--- src/rtl/acc_series_sequencer.sv ---
// acc_series_sequencer
//   Accumulates tap_b terms of the arithmetic series first_val,
//   first_val+step, first_val+2*step, ... after a start request. The running
//   sum after tap_a terms is captured on port_A and the final sum on port_B.
//   The accumulator either wraps mod 2^WIDTH or clamps at 2^WIDTH-1 (SAT_EN).
// Ports
//   clk        : clock, rising edge
//   reset      : synchronous, active-low reset
//   start      : run request, honoured only while idle
//   first_val  : first term, sampled on accepted start
//   step       : term increment, sampled on accepted start
//   tap_a      : term count for the port_A capture, sampled on start
//   tap_b      : total term count / port_B capture, sampled on start
//   port_A     : partial sum after tap_a terms
//   port_B     : final sum after tap_b terms
//   a_valid    : port_A loaded during the current/last run
//   busy       : high while accumulating
//   done       : one-cycle pulse when port_B is loaded
//   overflow   : sticky per run, some accumulate exceeded 2^WIDTH-1
module acc_series_sequencer #(
  parameter int WIDTH  = 8,
  parameter int CNT_W  = 8,
  parameter int SAT_EN = 0
) (
  input  logic             clk,
  input  logic             reset,
  input  logic             start,
  input  logic [CNT_W-1:0] first_val,
  input  logic [CNT_W-1:0] step,
  input  logic [CNT_W-1:0] tap_a,
  input  logic [CNT_W-1:0] tap_b,
  output logic [WIDTH-1:0] port_A,
  output logic [WIDTH-1:0] port_B,
  output logic             a_valid,
  output logic             busy,
  output logic             done,
  output logic             overflow
);

  localparam logic [0:0] IDLE = 1'b0;
  localparam logic [0:0] ACC  = 1'b1;

  logic [0:0]       state_q,    state_d;
  logic [CNT_W-1:0] step_q,     step_d;
  logic [CNT_W-1:0] tap_a_q,    tap_a_d;
  logic [CNT_W-1:0] tap_b_q,    tap_b_d;
  logic [CNT_W-1:0] cnt_q,      cnt_d;
  logic [CNT_W-1:0] k_q,        k_d;
  logic [WIDTH-1:0] acc_q,      acc_d;
  logic [WIDTH-1:0] port_a_q,   port_a_d;
  logic [WIDTH-1:0] port_b_q,   port_b_d;
  logic             a_valid_q,  a_valid_d;
  logic             done_q,     done_d;
  logic             overflow_q, overflow_d;

  logic [WIDTH:0]   sum;
  logic [WIDTH-1:0] acc_next;

  // Reduce the WIDTH+1 bit sum to WIDTH bits: drop the carry when wrapping,
  // pin to all-ones when saturating. Because terms are never negative, a
  // clamped accumulator stays clamped for the rest of the run.
  function automatic logic [WIDTH-1:0] wrap_or_sat(input logic [WIDTH:0] s);
    if (SAT_EN != 0 && s[WIDTH]) begin
      return '1;
    end
    return s[WIDTH-1:0];
  endfunction

  always_comb begin
    sum      = {1'b0, acc_q} + {{(WIDTH+1-CNT_W){1'b0}}, cnt_q};
    acc_next = wrap_or_sat(sum);
  end

  always_comb begin
    state_d    = state_q;
    step_d     = step_q;
    tap_a_d    = tap_a_q;
    tap_b_d    = tap_b_q;
    cnt_d      = cnt_q;
    k_d        = k_q;
    acc_d      = acc_q;
    port_a_d   = port_a_q;
    port_b_d   = port_b_q;
    a_valid_d  = a_valid_q;
    overflow_d = overflow_q;
    done_d     = 1'b0;

    if (state_q == IDLE) begin
      if (start) begin
        a_valid_d  = 1'b0;
        overflow_d = 1'b0;
        if (tap_b != '0) begin
          step_d  = step;
          tap_a_d = tap_a;
          tap_b_d = tap_b;
          cnt_d   = first_val;
          acc_d   = '0;
          k_d     = '0;
          state_d = ACC;
        end else begin
          // Empty series: report a zero result immediately without running.
          port_b_d = '0;
          done_d   = 1'b1;
        end
      end
    end else begin
      acc_d = acc_next;
      cnt_d = cnt_q + step_q;
      k_d   = k_q + CNT_W'(1);
      if (sum[WIDTH]) begin
        overflow_d = 1'b1;
      end
      // k counts terms already summed, so k==tap-1 is the edge on which the
      // tap-th term lands; captures take the freshly computed value.
      if (tap_a_q != '0 && k_q == tap_a_q - CNT_W'(1)) begin
        port_a_d  = acc_next;
        a_valid_d = 1'b1;
      end
      if (k_q == tap_b_q - CNT_W'(1)) begin
        port_b_d = acc_next;
        done_d   = 1'b1;
        state_d  = IDLE;
      end
    end
  end

  always_ff @(posedge clk) begin
    if (!reset) begin
      state_q    <= IDLE;
      step_q     <= '0;
      tap_a_q    <= '0;
      tap_b_q    <= '0;
      cnt_q      <= '0;
      k_q        <= '0;
      acc_q      <= '0;
      port_a_q   <= '0;
      port_b_q   <= '0;
      a_valid_q  <= 1'b0;
      done_q     <= 1'b0;
      overflow_q <= 1'b0;
    end else begin
      state_q    <= state_d;
      step_q     <= step_d;
      tap_a_q    <= tap_a_d;
      tap_b_q    <= tap_b_d;
      cnt_q      <= cnt_d;
      k_q        <= k_d;
      acc_q      <= acc_d;
      port_a_q   <= port_a_d;
      port_b_q   <= port_b_d;
      a_valid_q  <= a_valid_d;
      done_q     <= done_d;
      overflow_q <= overflow_d;
    end
  end

  assign port_A   = port_a_q;
  assign port_B   = port_b_q;
  assign a_valid  = a_valid_q;
  assign busy     = (state_q == ACC);
  assign done     = done_q;
  assign overflow = overflow_q;

endmodule

--- config.mk ---
export PLATFORM = sky130hd
export DESIGN_NAME = acc_series_sequencer
export DESIGN_NICKNAME = d
export VERILOG_FILES = /design/src/rtl/acc_series_sequencer.sv
export SDC_FILE = /design/constraint.sdc
export NUM_CORES = 1
export LEC_CHECK = 0
export ABC_CLOCK_PERIOD_IN_PS = 1900
export BUFFER_PORTS_ARGS = -buffer_cell sky130_fd_sc_hd__buf_4
export CAP_MARGIN = 25
export CORE_ASPECT_RATIO = 0.75
export CORE_MARGIN = 4
export CORE_UTILIZATION = 30
export DETAILED_ROUTE_END_ITERATION = 8
export MAX_ROUTING_LAYER = met4
export SLEW_MARGIN = 20
export SYNTH_ARGS = -nofsm -noshare
export SYNTH_HDL_FRONTEND = slang
export SYNTH_SLANG_ARGS = --single-unit
--- constraint.sdc ---
create_clock -name clk -period 1.9 [get_ports clk]
set_input_delay 0.19 -clock clk [delete_from_list [all_inputs] [get_ports clk]]
set_output_delay 0.19 -clock clk [all_outputs]
set_load 0.01 [all_outputs]
### After elaboration in Yosys (flattened, before gate mapping)

Cells that the tools add are included.

| storage, ports and cells | value |
|---|---|
| output and inout port bits | 20 |
| bits in registers | 68 |

| operators by class | value |
|---|---|
| equality and inequality tests | 6 |
| bitwise logic cells | 1 |
| add/subtract/negate cells | 5 |
| reduce and logical (&&, ||, !) cells | 11 |
| multiplexer cells | 24 |

Operator list:

| operator | count |
|---|---|
| 2-to-1 mux 8 bit | 11 |
| equality test 8 bit | 2 |
| nonzero test 8 bit | 2 |
| subtractor 8 x 1 -> 8 bit, second input constant | 2 |
| 2-to-1 mux 1 bit | 13 |
| adder 8 x 8 -> 9 bit | 1 |
| adder 8 x 1 -> 8 bit, second input constant | 1 |
| adder 8 bit | 1 |
| AND reduction 2 bit | 4 |
| != test 2 x 1 -> 1 bit, second input constant | 3 |
| AND reduction 3 bit | 2 |
| nonzero test 2 bit | 2 |
| != test 2 bit, second input constant | 1 |
| logical AND 1 bit | 1 |
| inverter 1 bit | 1 |

### Longest topological paths before layout

Gate-level depths: netlist of the first run.

| logic depth | value |
|---|---|
| word-level depth | 5 |
| mapped depth | 10 |
| gate-level depth less buffers | 9 |

### Least setup slack after synthesis of the first run

Ideal clock, no wire load.

| path | value |
|---|---|
| kind | reg2reg |
| start point | register tap_a_q[0] |
| end point | register port_a_q[1], in the netlist port_A[1] |
| setup slack | -176 ps |
| data arrival time | 1959 ps |
| cell stages (with the launch flop) | 10 |
| data required time | 1784 ps |
| clock period less this slack | 2076 ps |
| cells stage by stage | dfxtp_1 -> inv_1 -> ha_1 -> or3b_2 -> a21oi_1 -> o32ai_1 -> o2111a_2 -> and2_4 -> buf_12 -> o211a_1 |

| on the way | value |
|---|---|
| cells in the longest elaborated chain, start to end | 4 |
| elaborated cells on any way between the ends | 5 |
| those cells by class | add/sub: 1; eq/ne: 1; reduce/logical: 3 |

Ends and longest elaborated chain:

| item | line | source |
|---|---|---|
| start: declaration | 45 | `logic [CNT_W-1:0] tap_a_q, tap_a_d;` |
| start signal: assignment | 144 | `tap_a_q <= tap_a_d;` |
| subtractor 8 x 1 -> 8 bit | 115 | `if (tap_a_q != '0 && k_q == tap_a_q - CNT_W'(1)) begin` |
| equality test 8 bit | 115 |  |
| logical AND 1 bit (*) | 115 |  |
| AND reduction 2 bit (no source line) (*) | n/a |  |
| end signal: assignment | 149 | `port_a_q <= port_a_d;` |
| end: declaration | 50 | `logic [WIDTH-1:0] port_a_q, port_a_d;` |

Mark *: on every way between the ends. The rest lies on a longest branch, timed or not.
A chain may end at the register's enable or synchronous reset.

### Worst setup path in the final report of the first run

| path | value |
|---|---|
| start point | register cnt_q[0] |
| end point | register port_a_q[6], in the netlist port_A[6] |

| on the way | value |
|---|---|
| cells in the longest elaborated chain, start to end | 1 |

Ends and longest elaborated chain:

| item | line | source |
|---|---|---|
| start: declaration | 47 | `logic [CNT_W-1:0] cnt_q, cnt_d;` |
| start signal: assignment | 146 | `cnt_q <= cnt_d;` |
| adder 8 x 8 -> 9 bit | 70 | `sum = {1'b0, acc_q} + {{(WIDTH+1-CNT_W){1'b0}}, cnt_q};` |

Every way passes these cells.

==> reports/metrics.cfg, run 1 <==
[synth]
ys.flop_type=dfxtp_1
synth_cells=445
synth_top_family_by_area=simple AND/OR/NAND/NOR gates
ys_seq_elements=68
synth-simple-area-share=0.212
ys_warn_count=0
synth_edf_count=0
synth_fa_ha_area_frac=0.0729
synth_area_um2=3810
seq_area_frac_synth=0.357
synth_cell_type_count=58
synth-xor-area-share=0.0710
syn_nets=501
synthArstFlopShare=0
synth_area_per_cell_um2=8.56
muxShareOfSynthArea=0.0509
synth_compound_area_frac=0.192

[sta]
fin_tns_setup_ns=-0.639
slew_viol_final=0
min_period_ns=1.99
maxSlewHeadroom=0.642
hold_viol=0
rsz0062_at_grt=true
fin_crit_sh=1.05
setup_slack_ns=-0.0882
fin_skew_ns=0.00776
setup_viol=9
worstMarginPinSlew_ns=0.537
timing.fmax_mhz=503

[placement]
dp_slack_ns=-0.166
dp_hpwl_um=7820
gp_congestion=0.866
portBuffers=54

[route]
wire_per_inst_um=15.0
detail-route-antenna-nets=0
drt-pass1-iter-count=5
drcViolationCount=0
wirelength_um=10700
viasPerCell=4.93
vias=3509
drt_iter0_markers=304

[clock_network]
cts_max_path_buffers=2
cts_tree=built
cts_made_buffers=9
htree_levels=3
cts.sinks=68
cts_root_buffer=clkbuf_16
clkTransAtPathRegs_ns=0.05
clock_latency_ns=0.33

[power]
powerDensity_nw_per_um2=712
vdd_ir_drop_max_uv=468
p_leak_nw=2.21

[critical_path]
crit_path_top_delay_cell=dfxtp_4
critPathLaunchType=flop
cp.depth=10
crit_path_frequent_cell=o21a_1
worstPathRequired_ns=2.16
slowest_delay_ns=0.37
crit_type=flop to flop
cp_max_fo=3
r2r.worst_path.cells=10
critPathCaptureType=flop
cp_data_arrival_time_ns=2.25
crit_chain=ha_4 > inv_2 > fa_2 > nor2b_1 > o21a_1 > o21a_1 > buf_6 > o32a_1 > nand3_1 > mux2i_1
path_delay_family=compound AO/OA/AOI/OAI gates
path_buf_inv=2

[grt]
antenna_found_initial=0
grt_pass1_vias=3423
grt_start_max_net_pins=42
grtUsageTotal=0.151
grt_pass1_wl_um=17500
grt_remaining_overflow=0

[final_layout]
drive_gt1_frac=0.335
num_antenna_cells=0
nets=599
syn2layout_area_growth_pct=38.0

[die]
core_area_um2=12300
ios=55
start_util=0.308
row_count=35
fp.dieW_um=138
dieArea_um2=14600
die_h_um=106

[worst_hold_path]
hold_depth=3
hp-class=input port to flop

[status]
violations=negative setup slack
status=finished, violations left

[job]
cap_violations=0

## cell type report
type	count	area [um2]
timing repair buffer	112	872
clock inverter	3	15.0
tap	166	208
multi-input combinational	338	2490
fill	1218	7090
clock buffer	11	243
inverter	14	52.6
sequential	68	1380
## flip-flops by register name, indices dropped and copies added (netlist names)
| signal | count |
|---|---|
| acc_q | 8 |
| cnt_q | 8 |
| k_q | 8 |
| port_A | 8 |
| port_B | 8 |
| step_q | 8 |
| tap_a_q | 8 |
| tap_b_q | 8 |
| a_valid | 1 |
| busy | 1 |
| done | 1 |
| overflow | 1 |
## synth_stat cells, types with 10 or more instances
cell type	number	area (um2)
a21boi_0	25	188
a21oi_1	12	60.1
clkbuf_1	22	82.6
dfxtp_1	68	1360
ha_1	19	238
inv_1	14	52.6
mux2i_1	16	160
nand2_1	83	312
nand3_1	10	50.1
nor2b_1	20	125
o21ai_0	17	85.1
xnor2_1	18	158
xor2_1	11	96.3
## final timing paths
path         startpoint         end  slack, ns
max            cnt_q[0]   port_A[6]      -0.09
min            tap_a[3]  tap_a_q[3]       0.12
max reg2reg    cnt_q[0]   port_A[6]      -0.09
min reg2reg   port_A[7]   port_A[7]       0.45
## logic make-up after synthesis
| family | Yosys count |
|---|---|
| and+or+nand+nor | 165 |
| buffers and inverters | 40 |
| AOI/OAI and AO/OA | 102 |
| xor gates and xnor gates | 30 |
| muxes | 19 |
| adders and majority gates | 21 |
| DFF | 68 |
## layer usage
metal	vias up	GRT usage	wire, um
li1	1754	-	-
met1	1666	0.207	5440
met2	79	0.223	4640
met3	10	0.0417	481
met4	0	0.0360	112
met5	-	-	0
## metrics by stage
step	util	instance area (um2)	instances	hold WS, ns	power [W]
2_1_floorplan	-	3820	445	0.327	0.00193
3_3_place_gp	0.382	4710	690	0.448	0.00218
3_5_place_dp	0.382	4710	690	0.447	0.00220
4_1_cts	0.414	5110	710	0.110	0.00374
5_1_grt	0.426	5260	712	0.116	0.00393
6_report	0.426	5260	712	0.120	0.00374
## placed cells by master, fill, tap and decap left out, types with 10 or more instances in the layout
master	Yosys	final
a21boi_0	25	23
buf_4	1	106
dfxtp_1	68	57
dfxtp_2	0	10
ha_1	19	15
mux2i_1	16	16
nand2_1	83	83
nor2b_1	20	19
o21ai_0	17	11
xnor2_1	18	17
xor2_1	11	11
## what timing repair did
| item | in CTS | in global routing |
|---|---|---|
| resized for setup | 31 | 36 |
| pin swaps | 16 | 18 |
| endpoints found under the setup margin | 25 | 41 |
| hold endpoints to repair | 0 | 0 |
| hold buffers | 0 | 0 |
| setup buffers | 4 | 3 |
| gates cloned | 2 | 0 |
## report_power, final
group | internal, W | total, W | switching [W]
sequential | 0.00148 | 0.00154 | 0.0000563
combinational | 0.000356 | 0.000703 | 0.000347
clock | 0.000897 | 0.00150 | 0.000603
total | 0.00274 | 0.00374 | 0.00101
## worst reg2reg max path: stages (launching register included)
cell	delay [ns]
dfxtp_4	0.37
ha_4	0.14
inv_2	0.04
fa_2	0.33
nor2b_1	0.13
o21a_1	0.15
o21a_1	0.19
buf_6	0.12
o32a_1	0.20
nand3_1	0.10
mux2i_1	0.14
(Power assumes the default switching activity.)
==> run 2, diff against run 1 <==
--- a/config.mk
+++ b/config.mk
@@ -5,7 +5,7 @@
 export SDC_FILE = /design/constraint.sdc
 export NUM_CORES = 1
 export LEC_CHECK = 0
-export ABC_CLOCK_PERIOD_IN_PS = 1900
+export ABC_CLOCK_PERIOD_IN_PS = 2000
 export BUFFER_PORTS_ARGS = -buffer_cell sky130_fd_sc_hd__buf_4
 export CAP_MARGIN = 25
 export CORE_ASPECT_RATIO = 0.75
==> constraint.sdc (replaced) <==
create_clock -name clk -period 2 [get_ports clk]
set_input_delay 0.2 -clock clk [delete_from_list [all_inputs] [get_ports clk]]
set_output_delay 0.2 -clock clk [all_outputs]
set_load 0.01 [all_outputs]
==> reports/metrics.cfg, run 2 (synthesized netlist as in run 1, its figures left out) <==
[status]
status=finished, violations left  ; unchanged
violations=negative setup slack  ; unchanged

[power]
vdd_ir_drop_max_uv=426  ; was 468 uV
powerDensity_nw_per_um2=692  ; was 712 nW/um2
comb_power_share=0.179  ; was 0.188
power.switching_w=0.000933  ; was 0.00101 W
power_frac_seq=0.411  ; was 0.412
p_leak_nw=2.16  ; was 2.21 nW
p_int_w=0.00262  ; was 0.00274 W
clkPwrFrac=0.410  ; was 0.401
switching_share=0.263  ; was 0.269

[critical_path]
critPathCaptureType=flop  ; unchanged
slowest_delay_ns=0.55  ; was 0.37 ns
critPathLaunch=tap_a_q[0]  ; was cnt_q[0]
crit_chain=or4_4 > or3_1 > nand3_1 > o2111a_2 > buf_4 > buf_6 > nand3_2 > o211a_1  ; was ha_4 > inv_2 > fa_2 > nor2b_1 > o21a_1 > o21a_1 > buf_6 > o32a_1 > nand3_1 > mux2i_1
crit_type=flop to flop  ; unchanged
cp_data_arrival_time_ns=2.29  ; was 2.25 ns
worstPathRequired_ns=2.23  ; was 2.16 ns
reg2reg_from=tap_a_q[0]  ; was cnt_q[0]
critPathLaunchType=flop  ; unchanged
cp_max_fo=4  ; was 3
crit_path_top_delay_cell=or4_4  ; was dfxtp_4

[sta]
hold_viol=0  ; unchanged
worstMarginPinSlew_ns=0.717  ; was 0.537 ns
setup_viol=9  ; unchanged
setup_slack_ns=-0.0627  ; was -0.0882 ns
slew_viol_final=0  ; unchanged
min_period_ns=2.06  ; was 1.99 ns
fin_skew_ns=0.00610  ; was 0.00776 ns
timing.fmax_mhz=485  ; was 503 MHz
fin_crit_sh=1.03  ; was 1.05
fin_tns_setup_ns=-0.234  ; was -0.639 ns
maxSlewHeadroom=0.522  ; was 0.642
rsz0062_at_grt=true  ; unchanged

[grt]
grt_start_max_net_pins=28  ; was 42
grt_pass1_vias=3362  ; was 3423
grt_remaining_overflow=0  ; unchanged
grt_pass1_wl_um=16900  ; was 17500 um
antenna_found_initial=0  ; unchanged
grtUsageTotal=0.147  ; was 0.151

[route]
detail-route-antenna-nets=0  ; unchanged
wire_per_inst_um=14.8  ; was 15.0 um
vias=3473  ; was 3509
drcViolationCount=0  ; unchanged
wirelength_um=10400  ; was 10700 um
viasPerCell=4.94  ; was 4.93
drt-pass1-iter-count=4  ; was 5
drt_iter0_markers=198  ; was 304

[clock_network]
cts_made_buffers=9  ; unchanged
htree_levels=3  ; unchanged
cts_root_buffer=clkbuf_16  ; unchanged
postCtsHoldBufs=0  ; unchanged
cts_tree=built  ; unchanged
cts.sinks=68  ; unchanged
clkTransAtPathRegs_ns=0.05  ; about the same
clock_latency_ns=0.33  ; about the same
cts_max_path_buffers=2  ; unchanged

[final_layout]
final_common_cell=buf_4  ; unchanged
syn2layout_area_growth_pct=34.8  ; was 38.0%
layout_common_cells=93 x buf_4, 83 x nand2_1, 60 x dfxtp_1  ; was 106 x buf_4, 83 x nand2_1, 57 x dfxtp_1
finalNonFillerCells=703  ; was 712
nets=589  ; was 599
nFillCells=1254  ; was 1218
drive_gt1_frac=0.292  ; was 0.335
num_antenna_cells=0  ; unchanged

[placement]
portBuffers=54  ; unchanged
dp_cells=677  ; was 690
gp_congestion=0.819  ; was 0.866
dp_hpwl_um=7720  ; was 7820 um

[die]
fp.dieW_um=138  ; unchanged
start_util=0.308  ; unchanged
dieArea_um2=14600  ; unchanged
ios=55  ; unchanged
die_h_um=106  ; unchanged
row_count=35  ; unchanged
core_area_um2=12300  ; unchanged

[worst_hold_path]
hp-class=input port to flop  ; unchanged
hp-start=tap_a[2]  ; was tap_a[3]

[job]
cap_violations=0  ; unchanged

## run 2: what timing repair did
item | CTS | global route
buffers inserted | 4 | 5
gates cloned | 2 | 0
resized for setup | 14 | 41
pin swaps | 6 | 15
endpoints found under the setup margin | 20 | 27
## run 2: path summary, 6_finish.rpt
kind           endpoint  slack [ns]  cells past startpoint
min          tap_a_q[2]        0.12                      3
min reg2reg   port_A[7]        0.46                      2
max reg2reg   port_A[1]       -0.06                      8
max           port_A[1]       -0.06                      8
## run 2: layout make-up
| class | count | area [um2] | area share |
|---|---|---|---|
| Multi-Input combinational cell | 338 | 2420 | 0.471 |
| Inverter | 14 | 52.6 | 0.0102 |
| Tap cell | 166 | 208 | 0.0405 |
| Sequential cell | 68 | 1380 | 0.268 |
| Clock buffer | 13 | 260 | 0.0507 |
| Timing Repair Buffer | 102 | 808 | 0.157 |
| Clock inverter | 2 | 10.0 | 0.00195 |
## run 2: power by group through the flow
stage | combinational, W | clock (W) | sequential (W)
after floorplan | 0.000357 | 0 | 0.00148
after global placement | 0.000557 | 0 | 0.00148
after detailed placement | 0.000577 | 0 | 0.00148
after CTS | 0.000597 | 0.00150 | 0.00146
after global routing | 0.000700 | 0.00155 | 0.00147
final | 0.000635 | 0.00146 | 0.00146
## run 2: metal layers
| metal | track usage | vias to the layer above | wire, um |
|---|---|---|---|
| met2 | 0.215 | 81 | 4460 |
| met4 | 0.0423 | 0 | 180 |
| met1 | 0.197 | 1632 | 5210 |
| li1 | - | 1745 | - |
| met5 | - | - | 0 |
| met3 | 0.0431 | 15 | 543 |
## run 2: through the flow
| step | power, W | hold slack (ns) | util | setup WS, ns | area [um2] |
|---|---|---|---|---|---|
| floorplan | 0.00183 | 0.337 | - | 0.00680 | 3820 |
| global placement | 0.00204 | 0.450 | 0.373 | -0.0472 | 4600 |
| detailed placement | 0.00206 | 0.457 | 0.373 | -0.0847 | 4610 |
| CTS | 0.00356 | 0.112 | 0.402 | -0.0713 | 4960 |
| global route | 0.00371 | 0.118 | 0.416 | -0.142 | 5130 |
| finish | 0.00355 | 0.124 | 0.416 | -0.0627 | 5130 |
## run 2: worst max-delay path: cells and delay by family, from the launching register on
kind                   cells  cell delay, ns
AND/OR/NAND/NOR            4            1.06
AO/OA/AOI/OAI              2            0.34
buffers and inverters      2            0.21
flip-flops                 1            0.35
